## src/rtl/pcm_to_i2s.sv

```systemverilog
// pcm_to_i2s: serialises 24-bit PCM sample pairs into a 64-BCK I2S frame
// (two 32-bit slots, MSB one BCK after the LRCK edge), with a one-pair holding register.
module pcm_to_i2s #(
    parameter int CLK_DIV     = 4,
    parameter int SAMPLE_BITS = 24
) (
    input  logic                   clock,
    input  logic                   reset,
    input  logic [SAMPLE_BITS-1:0] sample_left,
    input  logic [SAMPLE_BITS-1:0] sample_right,
    input  logic                   sample_valid,
    output logic                   sample_ready,
    output logic                   BCK,
    output logic                   LRCK,
    output logic                   DATAOUT,
    output logic                   underrun
);
    logic [7:0] div;
    logic [5:0] bit_cnt, b_next;
    logic [4:0] p;
    logic hold_full, wrap, fall, load, accept, dout_next;
    logic [SAMPLE_BITS-1:0] hold_left, hold_right, word_left, word_right, word;

    assign wrap         = div == 8'(CLK_DIV - 1);
    assign fall         = wrap && BCK;
    assign b_next       = bit_cnt + 6'd1;
    assign load         = fall && b_next == 6'd0;
    assign accept       = sample_valid && sample_ready;
    assign sample_ready = ~hold_full;
    assign p            = b_next[4:0];
    assign word         = b_next[5] ? word_right : word_left;

    // slot positions 0 and 25..31 are padding; 1..24 carry the word MSB first
    always_comb begin
        dout_next = 1'b0;
        if (p >= 5'd1 && p <= 5'(SAMPLE_BITS))
            dout_next = word[5'(SAMPLE_BITS) - p];
    end

    always_ff @(posedge clock or posedge reset) begin
        if (reset) begin
            div        <= '0;
            BCK        <= 1'b0;
            bit_cnt    <= 6'd63;
            LRCK       <= 1'b0;
            DATAOUT    <= 1'b0;
            underrun   <= 1'b0;
            hold_full  <= 1'b0;
            hold_left  <= '0;
            hold_right <= '0;
            word_left  <= '0;
            word_right <= '0;
        end else begin
            underrun <= 1'b0;
            div      <= wrap ? 8'd0 : div + 8'd1;
            BCK      <= wrap ? ~BCK : BCK;
            if (fall) begin
                bit_cnt <= b_next;
                LRCK    <= b_next[5];
                DATAOUT <= dout_next;
            end
            // an empty holding register at frame load plays silence and flags it
            if (load) begin
                word_left  <= hold_full ? hold_left : '0;
                word_right <= hold_full ? hold_right : '0;
                underrun   <= ~hold_full;
            end
            if (accept) begin
                hold_left  <= sample_left;
                hold_right <= sample_right;
            end
            hold_full <= accept ? 1'b1 : load ? 1'b0 : hold_full;
        end
    end
endmodule

```

## config.mk

```make
export PLATFORM = sky130hd
export DESIGN_NAME = pcm_to_i2s
export DESIGN_NICKNAME = d
export VERILOG_FILES = /design/src/rtl/pcm_to_i2s.sv
export SDC_FILE = /design/constraint.sdc
export NUM_CORES = 1
export LEC_CHECK = 0
export BUFFER_PORTS_ARGS = -buffer_cell sky130_fd_sc_hd__buf_2
export CAP_MARGIN = 25
export CORE_MARGIN = 5
export CORE_UTILIZATION = 64
export CTS_BUF_LIST = sky130_fd_sc_hd__clkbuf_8 sky130_fd_sc_hd__clkbuf_16
export DETAILED_ROUTE_END_ITERATION = 8
export PLACE_DENSITY = 0.82
export SLEW_MARGIN = 20
export SYNTH_ARGS = -nofsm -noshare
export SYNTH_HDL_FRONTEND = slang
export SYNTH_SLANG_ARGS = --single-unit
```

## constraint.sdc

```tcl
create_clock -name clock -period 5.82 [get_ports clock]
set_clock_uncertainty 0.15 [all_clocks]
set_input_delay 0.291 -clock clock [delete_from_list [all_inputs] [get_ports clock]]
set_output_delay 0.291 -clock clock [all_outputs]
set_load 0.02 [all_outputs]
```

==> flow_summary.yaml, run 1 <==
routing:
  dr.first_iter.drc_count: 234
  wl_per_cell_microns: 17.8
  vias: 4130
  vias_per_cell: 5.78
  dr.pass1.iters: 4
  drc: 0
  antenna_left: 0
  wirelength_mm: 12.7
final_layout:
  layout.cells.non_filler: 714
  fillers: 524
  fin_area_sq_um: 6860
  fin_nets: 647
  area_growth_pct: 22.9
  diodes: 0
  drive_gt1_frac: 0.323
logic_synthesis:
  synth_seq_area_share: 0.517
  avgSynthCellArea_sq_um: 11.2
  synth_ff_type: "dfrtp_1"
  synth_seq_cells: 115
  yosysMostFrequentCell: "dfrtp_1"
  synth_area_leaders: "dfrtp_1 (49%), mux2_2 (9.7%), nand3_2 (3.6%)"
  synth_common_cells: "dfrtp_1 (109), inv_1 (52), mux2_2 (48)"
  synth.top_cell.area_share: 0.489
  synth_top_cell_by_area: "dfrtp_1"
  ys_warn_count: 0
  syn-num-nets: 554
  synth_edf_count: 0
  ys_async_sr_fraction: 1.00
  syn_area_sq_um: 5580
  syn_inst: 500
  yosysUniqueCellTypes: 65
timing:
  timing.final.ws_setup_ns: 2.68
  relSlewSlack: 0.446
  rsz0062_at_grt: "false"
  drv_slew: 0
  finalSetupTns_ns: 0
  worst_slew_pin_slew_ns: 0.831
  finalHoldViolations: 0
  max_freq_ghz: 0.318
  setup_violations: 0
  fin_crit_sh: 0.540
  final.min_clock_period_ns: 3.14
die:
  initial_core_util: 0.650
  die-area_sq_um: 10700
  io_pins: 56
  floorplan.rows: 34
  die_y_microns: 103
  core_sq_um: 8590
  die_x_microns: 103
min_path:
  whs_path_depth: 3
  hp-class: "in2reg"
clock_network:
  post_cts_buffers: 0
  cts.sinks: 115
  cts_tree: "yes"
  clk_pin_slew_ns: 0.06
  clkLatencyLatePin_ns: 0.52
  cts_buffer_depth: 2
  root_buffer: "clkbuf_8"
  htreeDepth: 4
  cts_buffers: 17
setup_path:
  worst-setup-path-type: "reg2reg"
  reg2reg_depth: 9
  end_kind: "flop"
  rrSetupSlack_ns: 2.68
  crit_arrival_ns: 3.38
  endpoint: "DATAOUT"
  r2r-start: "bit_cnt[0]"
  required_ns: 6.06
  crit_path_max_fanout: 15
  cp-start-kind: "flop"
  r2r_end: "DATAOUT"
  crit_path_start: "bit_cnt[0]"
global_route:
  antenna_found_initial: 0
  grt_max_degree: 99
  grt_overflow: 0
  grt_first_pass_wirelength_mm: 21.1
  grt_pass1_vias: 4276
  grt_use_total: 0.259
power:
  power_frac_clock: 0.509
  seqPwrFrac: 0.450
  p_sw_uw: 444
  power_density_nw_per_um2: 268
  cellLeakagePower_nw: 3.01
  netSwitchingFraction: 0.241
  ir_drop_mv: 0.229
  p_int_mw: 1.40
  p_comb_frac: 0.041
placed_design:
  place_inst: 632
  post-place-ws_ns: 2.54
  dp_hpwl_mm: 8.00
  finalWeightedCongestion: 0.933
  post_dp_cell_area_sq_um: 5810
  place.port_buffers: 55
job:
  max_cap_viol_count: 0
run_status:
  outcome: "finished, final reports clean"
critical path: stages, from the launching register on:
cell and delay (ns):
dfstp_2 0.69, inv_2 0.11, ha_1 0.57, nor2b_1 0.52, a221o_1 0.25, nor4_1 0.04
o211a_1 0.15, a311oi_1 0.29, a311o_1 0.17, o211ai_1 0.08
what timing repair did:
action	in CTS	in global routing
resized for setup	0	0
hold buffers	49	0
hold endpoints to repair	89	0
metal layers:
layer  GRT usage  vias to the layer above  share of wire
met5           0                        -              0
li1            -                     1928              -
met4      0.0976                        0          0.022
met2       0.449                      100           0.53
met1       0.321                     2075           0.41
met3      0.0496                       27          0.038
stage by stage:
stage                     power, mW  hold slack (ns)  utilization
after floorplan               0.865            0.293            -
final                          1.84            0.161        0.798
after global routing           1.89            0.171        0.798
after CTS                      1.85            0.160        0.796
after detailed placement      0.892            0.252        0.676
after global placement        0.888            0.244        0.676
worst min-delay path by stage:
stage	to	slack, ns	start
global route	hold_left[12]	0.17	sample_valid
CTS	hold_left[5]	0.16	sample_valid
floorplan	hold_left[0]	0.29	sample_left[0]
global placement	hold_right[4]	0.24	reset
finish	hold_left[2]	0.16	sample_valid
detailed placement	hold_right[4]	0.25	reset
logic make-up (layout without fill, tap and decap cells):
| logic type | after synthesis | in the layout | synth area share |
|---|---|---|---|
| flops | 115 | 115 | 0.517 |
| buf+inv | 88 | 194 | 0.0749 |
| compound gates | 92 | 92 | 0.117 |
| mux | 61 | 61 | 0.122 |
| xor+xnor | 17 | 17 | 0.0267 |
| fa+ha+maj | 3 | 3 | 0.00673 |
| simple gates | 124 | 124 | 0.135 |
state kept, by name, indices dropped and copies added, names as in the netlist:
signal and flops:
DATAOUT 1, bit_cnt 6, div 8, hold_right 24
hold_full 1, word_right 24, hold_left 24, word_left 24
underrun 1, LRCK 1, BCK 1
placed cells by master (no fill, tap or decap), types with 6 or more instances in the layout:
cell type and n:
nand3_2 20, mux2i_1 12, inv_6 6, inv_1 52, dfstp_2 6, nand3_1 38, clkbuf_16 16, nor2_1 11
xnor2_1 12, o21ai_0 34, buf_2 55, o21ai_2 20, mux2_2 48, dfrtp_1 108, dlygate4sd3_1 49, nand2_1 20
cell type report:
type                       instances  area [sq um]  area share
tap                              108           135      0.0197
multi-input combinational        297          2290       0.334
clock inverter                    15           123      0.0179
clock buffer                      17           414      0.0604
sequential                       115          2890       0.421
inverter                          54           205      0.0299
timing repair buffer             108           808       0.118
power groups by stage:
| stage | clock network, mW | logic, mW | registers (mW) |
|---|---|---|---|
| 2_1_floorplan | 0 | 0.0266 | 0.839 |
| 3_3_place_gp | 0 | 0.0466 | 0.842 |
| 3_5_place_dp | 0 | 0.0494 | 0.842 |
| 4_1_cts | 0.946 | 0.0747 | 0.828 |
| 5_1_grt | 0.980 | 0.0831 | 0.830 |
| 6_report | 0.937 | 0.0747 | 0.829 |
Note: power is estimated with default switching activity, not from simulation.
==> run 2: changes to the inputs <==
- CORE_UTILIZATION: 64 -> 53
- PLACE_DENSITY: 0.82 -> 0.73
- clock period: 5.82 -> 2.8 ns (I/O delays scaled with it)
==> run 2 against run 1 <==
  * Clock-buffer cell count rose by 2
  * Via count rose by 0.12%
  * Power rose by 130%
  * Sequential power rose by 110%
  * Critical path type unchanged
  * Core utilization fell by 9.8 points
  * Critical endpoint unchanged
  * Worst hold slack got worse by 0.11 ns
  * Clock power rose by 150%
  * First-iteration DRC count fell by 1.3%
  * Worst setup slack got worse by 2.5 ns
  * Combinational power rose by 110%
==> flow_summary.yaml, run 2 (synthesized netlist as in run 1, its figures left out) <==
global_route:
  grt_overflow: 0
  grt_first_pass_wirelength_mm: 22.8
  grt_pass1_vias: 4432
  grt_max_degree: 53
  antenna_found_initial: 0
  grt_use_total: 0.232
job:
  max_cap_viol_count: 0
placed_design:
  place.port_buffers: 55
  finalWeightedCongestion: 0.936
  dp_hpwl_mm: 9.19
  post_dp_cell_area_sq_um: 6070
  post-place-ws_ns: 0.133
min_path:
  hp-class: "in2async"
setup_path:
  cpPeakStageDelay_ns: 0.53
  crit_path_max_fanout: 10
  worst-setup-path-type: "reg2reg"
  required_ns: 3.05
  crit_path_start: "bit_cnt[1]"
  crit_arrival_ns: 2.89
  path_cells: "inv_1, ha_2, nand2_1, a2111oi_1, nor4_2, o211a_1, a311oi_1, a311o_1, o211ai_1"
  end_kind: "flop"
  crit_path_top_delay_cell: "dfstp_2"
  cp-start-kind: "flop"
  r2r-start: "bit_cnt[1]"
final_layout:
  fillers: 785
  fin_nets: 669
  layout_common_cells: "dfrtp_1 (108), buf_2 (55), inv_1 (53)"
  final_util: 0.701
  fin_area_sq_um: 7200
  drive_gt1_frac: 0.347
  diodes: 0
  area_growth_pct: 29.0
  final_common_cell: "dfrtp_1"
clock_network:
  clkLatencyLatePin_ns: 0.54
  clk_pin_slew_ns: 0.06
  cts_tree: "yes"
  root_buffer: "clkbuf_8"
  htreeDepth: 4
  cts_buffer_depth: 2
  cts.sinks: 115
  cts_buffers: 17
timing:
  relSlewSlack: 0.573
  fin_crit_sh: 0.941
  finalSetupTns_ns: 0
  timing.final.ws_setup_ns: 0.166
  worst_slew_pin_slew_ns: 0.640
  max_freq_ghz: 0.380
  setup_violations: 0
  drv_slew: 0
  rsz0062_at_grt: "false"
  finalHoldViolations: 0
  final.min_clock_period_ns: 2.63
die:
  core_sq_um: 10300
  die-area_sq_um: 12700
  initial_core_util: 0.543
  floorplan.rows: 37
  die_y_microns: 113
  io_pins: 56
  die_x_microns: 113
routing:
  wirelength_mm: 13.6
  wl_per_cell_microns: 17.9
  vias_per_cell: 5.43
  antenna_left: 0
  dr.first_iter.drc_count: 231
  drc: 0
  vias: 4135
  dr.pass1.iters: 4
power:
  cellLeakagePower_nw: 3.18
  ir_drop_mv: 0.671
  p_total_mw: 4.18
  power_density_nw_per_um2: 581
run_status:
  outcome: "finished, final reports clean"
## run 2: cell count changes in the layout (fill, tap and decap cells not counted), moves of 2 or more
cell / delta
buf_4: +19
inv_6: -6
bufinv_16: +5
buf_12: +3
clkbuf_8: +2
inv_8: -2
## run 2: worst max-delay path, delay by kind of cell (launching register included)
kind	cells	cell delay, ns
buffers and inverters	1	0.05
AO/OA/AOI/OAI	5	1.14
adder cells (fa/ha/maj)	1	0.43
AND/OR/NAND/NOR	2	0.21
flip-flops	1	0.53
## run 2: through the flow
step | instances | hold WS (ns)
after floorplan | 500 | 0.142
after global placement | 683 | 0.0554
after detailed placement | 683 | 0.0692
after CTS | 762 | 0.0461
after global routing | 762 | 0.0815
final | 762 | 0.0515
## run 2: path summary, 6_finish.rpt
kind	end	slack, ns	cells after the start
worst max-delay path	DATAOUT	0.17	9
worst max register to register	DATAOUT	0.17	9
worst min-delay path	hold_right[0]	0.05	3
worst min register to register	div[6]	0.35	1
min in group clock	hold_right[20]	0.23	3
max in group asynchronous	bit_cnt[5]	1.75	4
## run 2: cell type report
type / instances / area [sq um] / share of cell area
Sequential cell: 115 / 2890 / 0.401
Multi-Input combinational cell: 297 / 2300 / 0.319
Timing Repair Buffer: 130 / 1010 / 0.140
Clock buffer: 19 / 442 / 0.0613
Inverter: 54 / 206 / 0.0287
Clock inverter: 11 / 186 / 0.0259
Tap cell: 136 / 170 / 0.0236
## run 2: repair_timing
action / CTS / global route
hold buffers: 49 / 0
gates resized for setup: 0 / 3
endpoints found under the hold margin: 157 / 0
endpoints found under the setup margin: 0 / 2
buffers inserted: 0 / 0
## run 2: per-layer routing
layer / vias to the layer above / global-route usage / part of all wire
met4: 0 / 0.0962 / 0.018
met5: - / 0 / 0
met2: 73 / 0.396 / 0.53
met1: 2072 / 0.278 / 0.42
li1: 1972 / - / -
met3: 18 / 0.0620 / 0.033
## run 2: power breakdown
| group | leakage, nW | internal, mW | switching, mW | total [mW] |
|---|---|---|---|---|
| clock | 0.308 | 1.56 | 0.737 | 2.30 |
| combinational | 1.34 | 0.0996 | 0.0608 | 0.160 |
| sequential | 1.52 | 1.70 | 0.0214 | 1.72 |
